`config.mk`:
```
export PLATFORM = sky130hd
export DESIGN_NAME = uart_frame_parser
export DESIGN_NICKNAME = d
export VERILOG_FILES = /design/src/rtl/uart_frame_parser.sv
export SDC_FILE = /design/constraint.sdc
export NUM_CORES = 1
export LEC_CHECK = 0
export BUFFER_PORTS_ARGS = -buffer_cell sky130_fd_sc_hd__buf_2
export CAP_MARGIN = 20
export CORE_ASPECT_RATIO = 2
export CORE_UTILIZATION = 45
export DETAILED_ROUTE_END_ITERATION = 10
export GPL_TIMING_DRIVEN = 0
export SYNTH_ARGS = -nofsm -noshare
export SYNTH_HDL_FRONTEND = slang
export SYNTH_SLANG_ARGS = --single-unit
```
`constraint.sdc`:
```
create_clock -name sys_clk -period 2.96 [get_ports sys_clk]
set_input_delay 0.296 -clock sys_clk [delete_from_list [all_inputs] [get_ports sys_clk]]
set_output_delay 0.296 -clock sys_clk [all_outputs]
set_load 0.1 [all_outputs]
```
`src/rtl/uart_frame_parser.sv`:
```
// Frame parser: AA, LEN(1..16), payload, CHK=(LEN+sum) mod 256; replays payload on a valid/ready port.
// Optional inter-byte silence timeout is built only when PARSER_TIMEOUT_EN is defined.
`timescale 1ns/1ps
module uart_frame_parser #(
  parameter int CLK_FREQ      = 50_000_000,
  parameter int UART_BPS      = 9600,
  parameter int TIMEOUT_BYTES = 3
) (
  input  logic       sys_clk,
  input  logic       sys_rst,
  input  logic [7:0] pi_data,
  input  logic       pi_flag,
  output logic [7:0] out_data,
  output logic       out_valid,
  input  logic       out_ready,
  output logic       frame_done,
  output logic       len_err,
  output logic       chk_err,
  output logic       ovf_err,
  output logic       timeout_err
);

  typedef enum logic [2:0] {IDLE, GET_LEN, GET_PAY, GET_CHK, SEND} state_e;

  state_e     state_q, state_d;
  logic [4:0] len_q, len_d;
  logic [3:0] wr_ptr_q, wr_ptr_d;
  logic [3:0] rd_ptr_q, rd_ptr_d;
  logic [7:0] chk_q, chk_d;
  logic       frame_done_q, frame_done_d;
  logic       len_err_q, len_err_d;
  logic       chk_err_q, chk_err_d;
  logic       ovf_err_q, ovf_err_d;
  logic       timeout_err_q, timeout_err_d;
  logic       wr_en;
  logic       last_wr;
  logic       last_rd;
  logic       timeout_hit;
  logic [7:0] pay_mem [16];

  assign last_wr = ({1'b0, wr_ptr_q} == (len_q - 5'd1));
  assign last_rd = ({1'b0, rd_ptr_q} == (len_q - 5'd1));

`ifdef PARSER_TIMEOUT_EN
  localparam logic [31:0] TO_LIMIT = 32'(CLK_FREQ / UART_BPS * 10 * TIMEOUT_BYTES - 1);

  logic [31:0] to_cnt_q, to_cnt_d;
  logic        in_rx;

  assign in_rx       = (state_q == GET_LEN) || (state_q == GET_PAY) || (state_q == GET_CHK);
  assign timeout_hit = in_rx && !pi_flag && (to_cnt_q == TO_LIMIT);

  always_comb begin
    to_cnt_d = '0;
    if (in_rx && !pi_flag && (to_cnt_q != TO_LIMIT)) begin
      to_cnt_d = to_cnt_q + 32'd1;
    end
  end

  always_ff @(posedge sys_clk or posedge sys_rst) begin
    if (sys_rst) begin
      to_cnt_q <= '0;
    end else begin
      to_cnt_q <= to_cnt_d;
    end
  end
`else
  assign timeout_hit = 1'b0;
`endif

  always_ff @(posedge sys_clk or posedge sys_rst) begin
    if (sys_rst) begin
      state_q       <= IDLE;
      len_q         <= '0;
      wr_ptr_q      <= '0;
      rd_ptr_q      <= '0;
      chk_q         <= '0;
      frame_done_q  <= 1'b0;
      len_err_q     <= 1'b0;
      chk_err_q     <= 1'b0;
      ovf_err_q     <= 1'b0;
      timeout_err_q <= 1'b0;
    end else begin
      state_q       <= state_d;
      len_q         <= len_d;
      wr_ptr_q      <= wr_ptr_d;
      rd_ptr_q      <= rd_ptr_d;
      chk_q         <= chk_d;
      frame_done_q  <= frame_done_d;
      len_err_q     <= len_err_d;
      chk_err_q     <= chk_err_d;
      ovf_err_q     <= ovf_err_d;
      timeout_err_q <= timeout_err_d;
    end
  end

  // Payload store carries no reset; it is only read after being written in the same frame.
  always_ff @(posedge sys_clk) begin
    if (wr_en) begin
      pay_mem[wr_ptr_q] <= pi_data;
    end
  end

  always_comb begin
    state_d       = state_q;
    len_d         = len_q;
    wr_ptr_d      = wr_ptr_q;
    rd_ptr_d      = rd_ptr_q;
    chk_d         = chk_q;
    frame_done_d  = 1'b0;
    len_err_d     = 1'b0;
    chk_err_d     = 1'b0;
    ovf_err_d     = 1'b0;
    timeout_err_d = 1'b0;
    wr_en         = 1'b0;
    case (state_q)
      IDLE: begin
        if (pi_flag && (pi_data == 8'hAA)) begin
          state_d = GET_LEN;
        end
      end
      GET_LEN: begin
        if (pi_flag) begin
          if ((pi_data == 8'd0) || (pi_data > 8'd16)) begin
            len_err_d = 1'b1;
            state_d   = IDLE;
          end else begin
            len_d    = pi_data[4:0];
            chk_d    = pi_data;
            wr_ptr_d = '0;
            state_d  = GET_PAY;
          end
        end else if (timeout_hit) begin
          timeout_err_d = 1'b1;
          state_d       = IDLE;
        end
      end
      GET_PAY: begin
        if (pi_flag) begin
          wr_en    = 1'b1;
          chk_d    = chk_q + pi_data;
          wr_ptr_d = wr_ptr_q + 4'd1;
          if (last_wr) begin
            state_d = GET_CHK;
          end
        end else if (timeout_hit) begin
          timeout_err_d = 1'b1;
          state_d       = IDLE;
        end
      end
      GET_CHK: begin
        if (pi_flag) begin
          if (pi_data == chk_q) begin
            rd_ptr_d = '0;
            state_d  = SEND;
          end else begin
            chk_err_d = 1'b1;
            state_d   = IDLE;
          end
        end else if (timeout_hit) begin
          timeout_err_d = 1'b1;
          state_d       = IDLE;
        end
      end
      SEND: begin
        if (out_ready && last_rd) begin
          frame_done_d = 1'b1;
          state_d      = IDLE;
        end else begin
          if (out_ready) begin
            rd_ptr_d = rd_ptr_q + 4'd1;
          end
          // Overflow pulse yields to frame_done so only one status pulse fires per cycle.
          ovf_err_d = pi_flag;
        end
      end
      default: begin
        state_d = IDLE;
      end
    endcase
  end

  always_comb begin
    out_valid   = (state_q == SEND);
    out_data    = (state_q == SEND) ? pay_mem[rd_ptr_q] : 8'h00;
    frame_done  = frame_done_q;
    len_err     = len_err_q;
    chk_err     = chk_err_q;
    ovf_err     = ovf_err_q;
    timeout_err = timeout_err_q;
  end

endmodule

```
-- Word level (Yosys, flattened, before mapping)
Memory sizes are Yosys's and may differ from the RTL's.
Cells that the tools add are included.
- mux-type cells: 37
- add/subtract/negate cells: 4
- bitwise operators: 1
- equal/unequal tests: 18
- order comparisons: 1
- reductions and logical operators: 11
- operator list (cell ; count):
    two-way mux 8 bit ; 4
    two-way mux 4 bit ; 7
    two-way mux 3 bit ; 7
    != test 2 bit (second input constant) ; 8
    case mux 4 bit (2 select lines) ; 2
    case mux 8 bit (2 select lines) ; 1
    case mux 3 bit (5 select lines) ; 1
    two-way mux 1 bit ; 14
    == test 4 x 5 -> 1 bit ; 2
    adder 4 x 1 -> 4 bit (second input constant) ; 2
    adder 8 bit ; 1
    == test 8 bit ; 1
    == test 8 bit (second input constant) ; 1
    greater-than comparator 8 x 5 -> 1 bit (second input constant) ; 1
    logical NOT 8 bit ; 1
    == test 3 x 2 -> 1 bit (second input constant) ; 2
    AND reduction 6 bit ; 1
    AND reduction 5 bit ; 1
    subtractor 5 x 1 -> 5 bit (second input constant) ; 1
    != test 2 x 1 -> 1 bit (second input constant) ; 2
    AND reduction 4 bit ; 1
    nonzero test 2 bit ; 2
    == test 3 x 1 -> 1 bit (second input constant) ; 1
    == test 3 bit (second input constant) ; 1
    other kinds (6) ; 7
- bits in writable memories: 128
- memories: 1
- register bits: 28
- bits of input ports: 12
- output and inout port bits: 14
- memories (memory ; depth ; width ; rd ports ; clocked after Yosys merged registers in ; wr ports ; line ; RTL):
    pay_mem ; 16 ; 8 ; 1 ; 0 ; 1 ; 39 ; logic [7:0] pay_mem [16];

-- Logic depth before layout (Yosys ltp)
- depth in word-level cells: 5
- gate-level depth with buffers: 9
- gate-level depth less buffers: 9

-- Worst setup path before layout
Ideal clock, no wire load.
- path kind: register to output
- start point: reg state_q[1]
- end point: out out_data[0]
- required time: 2.664 ns
- setup slack: 0.002 ns
- stages on the path, launching flop included: 7
- arrival time: 2.662 ns
- cells stage by stage: dfrtp_1 > clkbuf_1 > nor2_1 > nand2_1 > inv_1 > clkbuf_1 > and2_1
- word-level cells in the longest chain between the ends: 2
- RTL lines (item ; line ; RTL):
    start: declaration ; 25 ; state_e state_q, state_d;
    start signal: assignment ; 84 ; state_q <= state_d;
    == test 3 bit ; -- ;
    named net out_valid ; 14 ; output logic out_valid,
    two-way mux 8 bit ; 185 ; out_data = (state_q == SEND) ? pay_mem[rd_ptr_q] : 8'h00;
    end: declaration ; 13 ; output logic [7:0] out_data,
The timed path passes the listed nets, and every way through them passes these cells.

-- Final worst setup path
- start point: reg rd_ptr_q[0]
- end point: out out_data[3]
- word-level cells in the longest chain between the ends: 2
- RTL lines (item ; line ; RTL):
    start: declaration ; 28 ; logic [3:0] rd_ptr_q, rd_ptr_d;
    start signal: assignment ; 87 ; rd_ptr_q <= rd_ptr_d;
    memory read (16 x 8 bit) ; -- ;
    two-way mux 8 bit ; 185 ;
No other way between the ends.

==> impl_results.md <==
* Worst-case clock buffer depth at 2
* Period utilization at 0.973
* # rows at 63
* Top FF cell, synth: edfxtp_1
* Status: completed
* Top Ports at 26
* Static Leak at between 2 and 3 nW
* First-pass GRT wire length at between 20000 and 25000 µm
* N_diodes at 0
* Worst IR Drop VDD at roughly 470 µV
* Fin nets at 488
* CP Class: flop to output port
* Psw at between 2 and 2.5 mW
* Die X at roughly 89 µm
* Min-delay worst type: input pin to flop
* Post-synthesis sequential area ratio at 0.662
* Share of layout cells above drive strength 1 at 0.272
* Setup slack at placement at about 16 ps
* R2r worst-path depth at 6
* CP max FO at 10
* DP HPWL at about 10000 µm
* Pwr dens at roughly 800 nW/µm²
* Worst Setup Start Kind: flop
* Reg clk slew, reported paths at 60 ps
* GRT Overall Usage at 0.209
* Clk_lat worst skew at around 420 ps
* Core Area at between 10000 and 15000 µm²
* I/O Buffers at 24
* Critical register-to-register path startpoint: state_q[2]
* Die Ht at ~180 µm
* Netlist cell types at 50
* Switching share of power at 0.314
* Filler cell count at roughly 1.2k
* Setup TNS at 0 ps
* Netlist Area Pre-Place at around 7000 µm²
* Min-delay src: pi_flag
* Worst Path Arrival at ~2600 ps
* Initial DRC Count at between 200 and 300
* Synth top area share at 0.560
* Clock Skews at 8.82 ps
* Critical Path Sink: out_data[3]
* Final hold violations at 0
* Top post-synthesis cells by area: edfxtp_1 56%, mux4_2 13%, dfrtp_1 10%
* Most common cell after layout, fill and taps aside: edfxtp_1
* Layer with the highest usage: met2
* Power share of the sequential group at 0.379
* Worst slew margin at 0.386
* Worst reg2reg setup slack at 300 ps
* Final core area utilization at 0.543
* Critical R2R Capture: pay_mem[6][2]
* Clock sink total at between 150 and 200
* Max Cap Viol at 0
* Initial Utilization at 0.463
* GRT overflow at 0
* Vias per cell at ~5.5
* Vias post-DR at around 3.7k
* Synth Register Bits at roughly 160
* Most frequent cells in the layout: 128 x edfxtp_1, 40 x mux4_2, 28 x dfrtp_1, 21 x clkbuf_16, 20 x nand2_1
* Largest net degree at the start of global routing at 22
* Worst setup margin at about 81 ps
* CTS root buffer: clkbuf_16
* Mapped Nets at between 400 and 500
* Area growth, synth to finish at 17.3%
* FMAX at around 350 MHz
* Final setup violating endpoints at 0
* Met3 Use GR at 0.0466
* Initial antenna violation count at 0
* Final ANT Viol Nets at 0
* Htree depth at 4
* Post-synth EDFFs at ~130
* First drt pass iteration count at 4
* Vias in the first global route at between 3k and 4k
* Critical Path Start: rd_ptr_q[0]
* Clock share of power at 0.345
* Post-synthesis average cell area at around 17 µm²
* RD Place Congestion at ~0.80
* WL/cell at 22.0 µm
* Yosys warns at 0
* WP data required at ~2700 ps
* Least-Margin Pin Slew at around 900 ps
* Internal at around 4.4 mW
* Combinational share of power at 0.276
* Critical Path End Type: output port
* Die ar. at roughly 16000 µm²
* CTS tree: built
* Worst hold slack at ~200 ps
* Final wirelength at 14700 µm
* TritonCTS Buffers at 17
* Met2 global-route usage at 0.369
* Met1 Resource Use GR at 0.221
* DRC at 0
* Pwr Total at 6.40 mW
* Crit path time final at around 2900 ps
* Cell count after synthesis at ~400
* Area leader, netlist: edfxtp_1
* Share of flip-flops with an asynchronous set or reset at 0.179
* Final Max Tran Viols at 0
==> kinds of logic (layout without fill, tap and decap cells) <==
| family | Yosys count | after routing | share of synthesized area |
|---|---|---|---|
| buffers and inverters | 36 | 102 | 0.0252 |
| AOI/OAI and AO/OA | 39 | 39 | 0.0374 |
| other | 1 | 1 | 0.000547 |
| DFF | 156 | 156 | 0.662 |
| and+or+nand+nor | 92 | 92 | 0.0724 |
| muxes | 54 | 54 | 0.153 |
| adders and majority gates | 14 | 14 | 0.0266 |
| xor gates and xnor gates | 17 | 17 | 0.0228 |
==> worst min path at each step <==
stage / end / cells past startpoint
after floorplan: chk_err / 1
after global placement: chk_q[2] / 2
after detailed placement: ovf_err / 2
after CTS: ovf_err / 2
after global routing: ovf_err / 2
final: ovf_err / 2
==> synth_stat cells, drive strengths merged, types with 2 or more instances <==
cell     instances
edfxtp         128
xnor2            7
dfrtp           28
o21ai           17
a21o             2
ha              13
a21oi            7
mux4            40
and3             4
clkbuf          12
o2bb2ai          2
nand3b           2
and2            10
mux2i            9
nand4            3
nor3            10
xor2            10
nand2           21
a31oi            2
a2111oi          2
nor3b            3
inv             16
nor2            14
nor4             7
a211oi           2
mux2             5
nor2b            5
buf              8
nand3            5
nand2b           3
==> flip-flops by register name, indices dropped and copies added, names as in the netlist <==
register / cells
rd_ptr_q: 4
len_q: 5
state_q: 3
ovf_err: 1
pay_mem: 128
len_err: 1
chk_q: 8
frame_done: 1
wr_ptr_q: 4
chk_err: 1
==> metal layers <==
layer,share of wire,vias up
met4,0.046,0
li1,-,1702
met2,0.56,87
met1,0.37,1898
met5,0,-
met3,0.029,29
==> through the flow <==
step	instances	instance area (µm²)
6_report	670	8050
5_1_grt	670	8050
4_1_cts	667	8000
3_5_place_dp	634	7330
3_3_place_gp	628	7220
2_1_floorplan	409	6860
==> worst max-delay path, cell delays in order, from the launching register on <==
cell and delay, ps:
dfrtp_1 400, buf_12 160, buf_12 150, mux4_2 600
mux4_2 480, and2_1 180, buf_6 180
==> final cells by class <==
class                           count  area (µm²)  share of cell area
Timing Repair Buffer               34         246              0.0306
Sequential cell                   156        4540               0.565
Buffer                             20         154              0.0191
Tap cell                          195         244              0.0303
Multi-Input combinational cell    217        2180               0.271
Clock buffer                       25         541              0.0672
Inverter                           16        60.1             0.00747
Clock inverter                      7        72.6             0.00902
==> power groups by stage <==
stage          Sequential [mW]  Clock (mW)  Combinational [mW]
5_1_grt                   2.43        2.32                1.87
4_1_cts                   2.42        2.25                1.75
3_3_place_gp              2.47           0                1.64
3_5_place_dp              2.47           0                1.66
6_report                  2.43        2.21                1.77
2_1_floorplan             2.46           0                1.32
==> repair_timing <==
action | CTS | global route
resized for setup | 18 | 9
pin swaps | 0 | 0
buffers inserted | 0 | 3
setup endpoints to repair | 8 | 8
gates cloned | 0 | 0
hold buffers | 1 | 0
hold endpoints to repair | 7 | 0
Power figures use the tool's default switching activity.
